===== config.mk =====
export PLATFORM = sky130hd
export DESIGN_NAME = player_move_ctrl
export DESIGN_NICKNAME = d
export VERILOG_FILES = /design/src/rtl/doom_pkg.sv /design/src/rtl/btn_debounce.sv /design/src/rtl/player_move_ctrl.sv
export SDC_FILE = /design/constraint.sdc
export NUM_CORES = 1
export LEC_CHECK = 0
export ABC_AREA = 1
export BUFFER_PORTS_ARGS = -buffer_cell sky130_fd_sc_hd__buf_2
export CAP_MARGIN = 20
export CORE_MARGIN = 1
export CORE_UTILIZATION = 30
export DETAILED_ROUTE_END_ITERATION = 8
export PLACE_DENSITY = 0.44
export SETUP_SLACK_MARGIN = 0.5
export SLEW_MARGIN = 20
export SYNTH_ARGS = -nofsm -noshare
export SYNTH_HDL_FRONTEND = slang
export SYNTH_HIERARCHICAL = 1
export SYNTH_SLANG_ARGS = --single-unit
export TNS_END_PERCENT = 20

===== constraint.sdc =====
create_clock -name clk -period 1.6 [get_ports clk]
set_clock_uncertainty 0.05 [all_clocks]
set_input_delay 0.32 -clock clk [delete_from_list [all_inputs] [get_ports clk]]
set_output_delay 0.32 -clock clk [all_outputs]
set_load 0.02 [all_outputs]

===== src/rtl/doom_pkg.sv =====
// Shared types and constants for the player movement controller:
// heading and FSM state enums, per-heading step vectors, button decode codes.
package doom_pkg;

    localparam int COORD_W_DEFAULT = 4;

    typedef enum logic [1:0] {
        DIR_N = 2'd0,
        DIR_E = 2'd1,
        DIR_S = 2'd2,
        DIR_W = 2'd3
    } dir_t;

    typedef enum logic [1:0] {
        IDLE    = 2'd0,
        CHECK   = 2'd1,
        FRAME   = 2'd2,
        RELEASE = 2'd3
    } move_state_t;

    // Step vectors indexed by heading: N=(0,-1) E=(+1,0) S=(0,+1) W=(-1,0)
    localparam logic signed [1:0] DX [4] = '{2'sd0, 2'sd1, 2'sd0, -2'sd1};
    localparam logic signed [1:0] DY [4] = '{-2'sd1, 2'sd0, 2'sd1, 2'sd0};

    // Stable button patterns as {A,B,C}
    localparam logic [2:0] BTN_NONE    = 3'b000;
    localparam logic [2:0] BTN_ROT_N90 = 3'b100;
    localparam logic [2:0] BTN_FWD     = 3'b010;
    localparam logic [2:0] BTN_ROT_90  = 3'b001;

endpackage


===== src/rtl/btn_debounce.sv =====
// Button conditioner: 2-flop synchronizer followed by a stability counter;
// the output level follows the input only after DEBOUNCE_CYCLES steady cycles.
module btn_debounce #(
    parameter int DEBOUNCE_CYCLES = 500000
) (
    input  logic clk,
    input  logic rst,
    input  logic raw,
    output logic stable
);

    localparam int CNT_W = $clog2(DEBOUNCE_CYCLES + 1);

    logic [1:0]       sync_q;
    logic [CNT_W-1:0] cnt_q;

    // NOTE: sequential state uses non-blocking assignments so every flop samples pre-edge values.
    always_ff @(posedge clk or posedge rst) begin
        if (rst) begin
            sync_q <= '0;
            cnt_q  <= '0;
            stable <= 1'b0;
        end else begin
            sync_q <= {sync_q[0], raw};
            if (sync_q[1] == stable) begin
                cnt_q <= '0;
            end else if (cnt_q == CNT_W'(DEBOUNCE_CYCLES - 1)) begin
                stable <= sync_q[1];
                cnt_q  <= '0;
            end else begin
                cnt_q <= cnt_q + 1'b1;
            end
        end
    end

endmodule


===== src/rtl/player_move_ctrl.sv =====
// Turns debounced A/B/C presses into rotate/forward moves with map wall check
// and frame redraw handshakes. Optional forward auto-repeat: MOVE_REPEAT_EN.
module player_move_ctrl
    import doom_pkg::*;
#(
    parameter int DEBOUNCE_CYCLES = 500000,
    parameter int COORD_W         = COORD_W_DEFAULT,
    parameter int MAP_W           = 16,
    parameter int MAP_H           = 16,
    parameter int START_X         = 1,
    parameter int START_Y         = 1,
    parameter int START_DIR       = 0
`ifdef MOVE_REPEAT_EN
    , parameter int REPEAT_CYCLES = 2000000
`endif
) (
    input  logic               clk,
    input  logic               rst,
    input  logic               A,
    input  logic               B,
    input  logic               C,
    output logic [COORD_W-1:0] chk_x,
    output logic [COORD_W-1:0] chk_y,
    output logic               chk_req,
    input  logic               chk_ack,
    input  logic               chk_wall,
    output logic [COORD_W-1:0] pos_x,
    output logic [COORD_W-1:0] pos_y,
    output logic [1:0]         dir,
    output logic               frame_req,
    input  logic               frame_ack,
    output logic               blocked,
    output logic               busy
);

    localparam logic [COORD_W-1:0] X_MAX = COORD_W'(MAP_W - 1);
    localparam logic [COORD_W-1:0] Y_MAX = COORD_W'(MAP_H - 1);

    logic [2:0] raw_btns;
    logic [2:0] btns;

    assign raw_btns = {A, B, C};

    for (genvar i = 0; i < 3; i++) begin : g_db
        btn_debounce #(.DEBOUNCE_CYCLES(DEBOUNCE_CYCLES)) u_db (
            .clk    (clk),
            .rst    (rst),
            .raw    (raw_btns[i]),
            .stable (btns[i])
        );
    end

    move_state_t        state_q, state_d;
    dir_t               dir_q, dir_d;
    logic [COORD_W-1:0] pos_x_q, pos_x_d, pos_y_q, pos_y_d;
    logic [COORD_W-1:0] chk_x_q, chk_x_d, chk_y_q, chk_y_d;
    logic [COORD_W-1:0] tgt_x, tgt_y;
    logic               blocked_q, blocked_d;
    logic               fwd_out, fwd_go;

    // Edge of the map in the current heading; the step is refused there.
    always_comb begin
        case (dir_q)
            DIR_N:   fwd_out = (pos_y_q == '0);
            DIR_E:   fwd_out = (pos_x_q == X_MAX);
            DIR_S:   fwd_out = (pos_y_q == Y_MAX);
            default: fwd_out = (pos_x_q == '0);
        endcase
    end

    assign tgt_x = pos_x_q + COORD_W'(DX[dir_q]);
    assign tgt_y = pos_y_q + COORD_W'(DY[dir_q]);

`ifdef MOVE_REPEAT_EN
    localparam int RPT_W = $clog2(REPEAT_CYCLES + 1);
    logic [RPT_W-1:0] rpt_cnt_q, rpt_cnt_d;
`endif

    // NOTE: every always_comb output gets a default first so no path infers a latch.
    always_comb begin
        state_d   = state_q;
        dir_d     = dir_q;
        pos_x_d   = pos_x_q;
        pos_y_d   = pos_y_q;
        chk_x_d   = chk_x_q;
        chk_y_d   = chk_y_q;
        blocked_d = 1'b0;
        fwd_go    = 1'b0;
`ifdef MOVE_REPEAT_EN
        rpt_cnt_d = '0;
`endif
        case (state_q)
            IDLE: begin
                case (btns)
                    BTN_NONE: ;
                    BTN_ROT_N90: begin
                        dir_d   = dir_t'(dir_q - 2'd1);
                        state_d = FRAME;
                    end
                    BTN_ROT_90: begin
                        dir_d   = dir_t'(dir_q + 2'd1);
                        state_d = FRAME;
                    end
                    BTN_FWD: fwd_go = 1'b1;
                    default: state_d = RELEASE;
                endcase
            end
            CHECK: begin
                if (chk_ack) begin
                    if (chk_wall) begin
                        blocked_d = 1'b1;
                        state_d   = RELEASE;
                    end else begin
                        pos_x_d = chk_x_q;
                        pos_y_d = chk_y_q;
                        state_d = FRAME;
                    end
                end
            end
            FRAME: begin
                if (frame_ack) state_d = RELEASE;
            end
            default: begin
                if (btns == BTN_NONE) begin
                    state_d = IDLE;
`ifdef MOVE_REPEAT_EN
                end else if (btns == BTN_FWD) begin
                    if (rpt_cnt_q == RPT_W'(REPEAT_CYCLES - 1)) fwd_go = 1'b1;
                    else rpt_cnt_d = rpt_cnt_q + 1'b1;
`endif
                end
            end
        endcase

        // Shared forward branch: from IDLE, or from RELEASE on auto-repeat.
        if (fwd_go) begin
            if (fwd_out) begin
                blocked_d = 1'b1;
                state_d   = RELEASE;
            end else begin
                chk_x_d = tgt_x;
                chk_y_d = tgt_y;
                state_d = CHECK;
            end
        end
    end

    always_ff @(posedge clk or posedge rst) begin
        if (rst) begin
            state_q   <= IDLE;
            dir_q     <= dir_t'(START_DIR[1:0]);
            pos_x_q   <= COORD_W'(START_X);
            pos_y_q   <= COORD_W'(START_Y);
            chk_x_q   <= '0;
            chk_y_q   <= '0;
            blocked_q <= 1'b0;
`ifdef MOVE_REPEAT_EN
            rpt_cnt_q <= '0;
`endif
        end else begin
            state_q   <= state_d;
            dir_q     <= dir_d;
            pos_x_q   <= pos_x_d;
            pos_y_q   <= pos_y_d;
            chk_x_q   <= chk_x_d;
            chk_y_q   <= chk_y_d;
            blocked_q <= blocked_d;
`ifdef MOVE_REPEAT_EN
            rpt_cnt_q <= rpt_cnt_d;
`endif
        end
    end

    assign chk_x     = chk_x_q;
    assign chk_y     = chk_y_q;
    assign chk_req   = (state_q == CHECK);
    assign frame_req = (state_q == FRAME);
    assign pos_x     = pos_x_q;
    assign pos_y     = pos_y_q;
    assign dir       = dir_q;
    assign blocked   = blocked_q;
    assign busy      = (state_q != IDLE);

endmodule


## Word level (Yosys, flattened, before mapping)

Index checks and enable logic that the tools add are counted.

- Register bits: 87
- Input port bits: 8
- Output and inout port bits: 22

- $add $sub $neg: 7
- $lt $le $gt $ge: 1
- Equal/unequal tests: 18
- Mux-type cells: 29
- Bitwise operators: 6
- Reduce and logical (&&, ||, !) cells: 17

Operators by type and width:

| kind | number |
|---|---|
| 19-bit 2-to-1 mux | 6 |
| 19-bit by 1-bit adder with 19-bit output, second input constant | 3 |
| 19-bit equality test, second input constant | 3 |
| 2-bit 2-to-1 mux | 9 |
| 2-bit AND reduction | 5 |
| 4-bit adder | 2 |
| 2-bit binary-select mux with 2-bit select | 2 |
| 4-bit equality test, second input constant | 2 |
| 4-bit zero test | 2 |
| 1-bit 2-to-1 mux | 8 |
| 2-bit one-hot mux with 2 select lines | 2 |
| 3-bit by 1-bit != test with 1-bit output, second input constant | 2 |
| 2-bit one-hot mux with 3 select lines | 1 |
| 1-bit inverter | 5 |
| 5-bit nonzero test | 1 |
| 2-bit by 1-bit equality test with 1-bit output, second input constant | 2 |
| 2-bit equality test, second input constant | 2 |
| 2-bit zero test | 2 |
| 4-bit AND reduction | 1 |
| 2-bit nonzero test | 2 |
| 2-bit OR reduction | 2 |
| 1-bit equality test | 3 |
| 3-bit by 1-bit equality test with 1-bit output, second input constant | 1 |
| 3-bit by 2-bit equality test with 1-bit output, second input constant | 1 |
| 9 further kinds | 9 |

## Depth between registers and ports, before layout

- Depth after elaboration: 5
- Mapped depth: 12
- Gate-level depth less buffers: 12

## Hierarchy

Netlist, hierarchy kept.

By module, submodules not included:

| module | times used | cells an instance | area an instance (µm²) | sequential area each (µm²) |
|---|---|---|---|---|
| btn_debounce | 3 | 151 | 1236.2 | 550.5 |
| player_move_ctrl | 1 | 152 | 1332.5 | 528.0 |

## Least setup slack after synthesis

No wires, ideal clock.

- Path kind: register -> register
- Start: register dir_q[0] (netlist: dir[0])
- End: register chk_y_q[3] (netlist: chk_y[3])
- Setup time: 118 ps
- Arrival: 1663 ps
- Path slack: -230 ps
- Stages on the path, launching flop included: 9
- Path buffers: 0
- Clock period less this slack: 1830 ps
- Path through: dfrtp_1 inv_1 ha_1 ha_1 a21oi_1 nand2_1 xnor2_1 nand4_1 nand2_1

- Longest elaborated chain between the ends: 5
- Elaborated cells between the ends (all ways): 11
- Classes of those cells: add/sub: 1; eq/ne: 2; mux: 4; bitwise: 2; reduce/logical: 2

RTL lines:

| element | RTL line | text |
|---|---|---|
| start: declaration | player_move_ctrl.sv:54 | `dir_t dir_q, dir_d;` |
| start signal: assignment | player_move_ctrl.sv:151 | `dir_q <= dir_t'(START_DIR[1:0]);` |
| start signal: assignment | player_move_ctrl.sv:162 | `dir_q <= dir_d;` |
| 2-bit inverter with 3-bit output (not written as such) | player_move_ctrl.sv:72 | `assign tgt_y = pos_y_q + COORD_W'(DY[dir_q]);` |
| 2-bit binary-select mux with 2-bit select | player_move_ctrl.sv:72 |  |
| 2-bit 2-to-1 mux (not written as such) (2 in series) | player_move_ctrl.sv:72 |  |
| 4-bit adder | player_move_ctrl.sv:72 |  |
| end signal: assignment | player_move_ctrl.sv:166 | `chk_y_q <= chk_y_d;` |
| end: declaration | player_move_ctrl.sv:56 | `logic [COORD_W-1:0] chk_x_q, chk_x_d, chk_y_q, chk_y_d;` |

Parallel ways exist; a longest one is shown, timed or not. The select of a mux whose other input is x is not followed.
A chain may end at the register's enable or synchronous reset.

## Worst setup path in the final report

- Start: register state_q[0]
- End: output port chk_req

- Longest elaborated chain between the ends: 1

RTL lines:

| element | RTL line | text |
|---|---|---|
| start: declaration | player_move_ctrl.sv:53 | `move_state_t state_q, state_d;` |
| start signal: assignment | player_move_ctrl.sv:161 | `state_q <= state_d;` |
| 2-bit by 1-bit equality test with 1-bit output | player_move_ctrl.sv:176 | `assign chk_req = (state_q == CHECK);` |
| end: declaration | player_move_ctrl.sv:24 | `output logic chk_req,` |

No other way between the ends.

==> flow_metrics.tcl <==
set metrics [dict create \
    status "complete, but fails checks" \
    violations "negative setup slack" \
    postRouteAntennaNets 0 \
    regToRegStartpoint "dir[1]" \
    leakage_nw 2.88 \
    ctsHtreeMaxLevel 3 \
    layout_common_cells "102 x nand2_1, 78 x nor2_1, 70 x dfrtp_1" \
    grt_max_degree 23 \
    clock-root-buffer "clkbuf_16" \
    synth_area_leaders "dfrtp_1 42%, nand2_1 8.4%, nor2_1 8.0%" \
    peakVddDrop_mv 0.506 \
    cp_num_buf_inv 3 \
    worstMarginPinSlew_ns 0.381 \
    dieArea_um2 17300 \
    cp-end-kind "output port" \
    crit_path_cell_trace "buf_6 -> ha_4 -> buf_6 -> buf_6" \
    max-clock-path-buffers 2 \
    avgSynthCellArea_um2 8.33 \
    vias 4083 \
    drtIter0Drc 163 \
    synth_largest_area_cell "dfrtp_1" \
    reg2regPathDepth 7 \
    n_antenna_cell 0 \
    relSlewSlack 0.746 \
    mostFrequentLayoutCell "nand2_1" \
    placed_cells 863 \
    drive_above_1_share 0.397 \
    grt_usage 0.147 \
    syn-num-nets 631 \
    tritoncts "built" \
    grt_overflow 0 \
    portBuffers 29 \
    instances_no_fill 903 \
    dieWidth_um 132 \
    initial_utilization 0.306 \
    die_h_um 132 \
    core_um2 16500 \
    critPathMaxFanout 3 \
    clk_latency_ns 0.35 \
    grt_pass1_wl_um 20400 \
    synth_cells 605 \
    place.gp.congestion 0.797 \
    timing.rr.end "chk_x[3]" \
    hold_viol_final 0 \
    cap_violations 0 \
    rrSetupSlack_ns -0.02 \
    hold_start "B" \
    cp_slowest_cell "dfrtp_1" \
    ys_seq_elements 87 \
    wl_um 11900 \
    crit_type "flip-flop to output port" \
    pin_count 30 \
    area_growth_pct 36.7 \
    cts_buffers 9 \
    place_hpwl_um 8110 \
    slowest_delay_ns 0.40 \
    grt_antenna_before_repair 0 \
    hp-class "primary input to flip-flop" \
    nNetsFinal 704 \
    synth_warnings 6 \
    yosys.area.top_type_share 0.422 \
    slew_violations 0 \
    fin_util 0.419 \
    grt_setup_unrepaired "true" \
    vias_per_cell 4.52 \
    finalCritPeriodShare 1.03 \
    critical_path.top_delay_family "flip-flops" \
    cts.sinks 87 \
    fin_ws_ns -0.0414 \
    hold_end "g_db[1].u_db/sync_q[0]" \
    start_kind "flip-flop" \
    ys_seq_area_frac 0.432 \
    arrival_ns 1.27 \
    power.density_nw_per_um2 682 \
    min_period_ns 1.64 \
    cpMostUsedCell "buf_6" \
    path_clk_slew_ns 0.06 \
    setup_violations 3 \
    fmax_mhz 609 \
    syn-cell-area_um2 5040 \
    hold_depth 1 \
    crit_required_ns 1.23 \
    drc_errors 0 \
    synth.distinct_cells 32 \
    first_pass_iters 4 \
    rows 47 \
    first_global_vias 4234 \
    post_drt_wl_per_cell_um 13.1 \
    dpl_worst_slack_ns -0.00251 \
]
[layout make-up]
cell class | instances | area [um2]
clock buffers | 11 | 243
inverters | 77 | 307
repair buffers | 61 | 528
clock inverters | 5 | 57.6
fillers | 1626 | 9570
flip-flops and latches | 87 | 2200
well taps | 220 | 275
multi-input cells | 442 | 3280
[worst reg2reg max path: stages (launching register included)]
cell,delay (ns)
dfrtp_2,0.46
ha_4,0.21
ha_4,0.24
a21oi_4,0.15
nand2_2,0.08
xnor2_2,0.13
nand4_1,0.12
nand2_1,0.07
[metrics by stage]
stage / hold slack [ns] / cell area [um2] / TNS (ns) / power (mW)
after floorplan: 0.245 / 5120 / 0 / 2.42
after global placement: 0.286 / 5600 / 0 / 2.49
after detailed placement: 0.286 / 5600 / -0.00251 / 2.49
after CTS: 0.0192 / 6380 / -0.0816 / 4.73
after global routing: 0.0244 / 6890 / -0.905 / 4.89
final: 0.0311 / 6890 / -0.0763 / 4.70
[Yosys cell counts (all sizes together)]
cell,n
nand2,139
nor2,138
dfrtp,85
inv,77
nand3,43
a21oi,23
xor2,21
ha,16
nand4,14
xnor2,11
o21ai,8
nor3b,6
nor3,5
mux2,4
o22ai,4
o21a,3
o21bai,3
dfstp,2
fa,2
buf,1
[worst max path at each step]
stage | slack, ns | from | end | depth (start not counted)
after detailed placement | -0.003 | dir[0] | state_q[1] | 11
final | -0.04 | state_q[0] | chk_req | 4
after global routing | -0.11 | dir[0] | chk_x[3] | 12
after CTS | -0.04 | state_q[0] | chk_req | 4
after global placement | 0.03 | dir[0] | state_q[1] | 12
after floorplan | 0.06 | pos_y[0] | chk_y[1] | 4
[where the power goes]
group          internal, mW  switching (mW)  total, mW  leakage (nW)
Clock                  1.25           0.906       2.16         0.138
Combinational         0.105           0.165      0.271          1.59
Sequential             2.23          0.0421       2.27          1.15
Total                  3.59            1.11       4.70          2.88
[registers in the layout, indices dropped and copies added (netlist names)]
| register | count |
|---|---|
| dir | 2 |
| g_db.u_db/stable | 3 |
| pos_y | 4 |
| state_q | 2 |
| chk_x | 4 |
| pos_x | 4 |
| blocked | 1 |
| chk_y | 4 |
| g_db.u_db/cnt_q | 57 |
| g_db.u_db/sync_q | 6 |
[per-layer routing]
metal / GRT usage / up-vias / wire, um
met5: 0 / - / 0
met4: 0.0652 / 0 / 195
met3: 0.0251 / 12 / 275
met2: 0.236 / 52 / 5680
met1: 0.194 / 1964 / 5710
li1: - / 2055 / -
[cell families after synthesis]
group / count (synthesis) / synth area share
simple gates: 345 / 0.344
flops: 87 / 0.432
buf+inv: 78 / 0.0596
compound gates: 41 / 0.0477
xor+xnor: 32 / 0.0601
fa+ha+maj: 18 / 0.0477
mux: 4 / 0.00893
[repair_timing]
action,4_1_cts,5_1_grt
endpoints found under the hold margin,6,0
resized for setup,93,106
gates cloned,2,0
buffers inserted,8,13
endpoints found under the setup margin,103,103
hold buffers,1,0
pin swaps,77,126
Power figures use the tool's default switching activity.
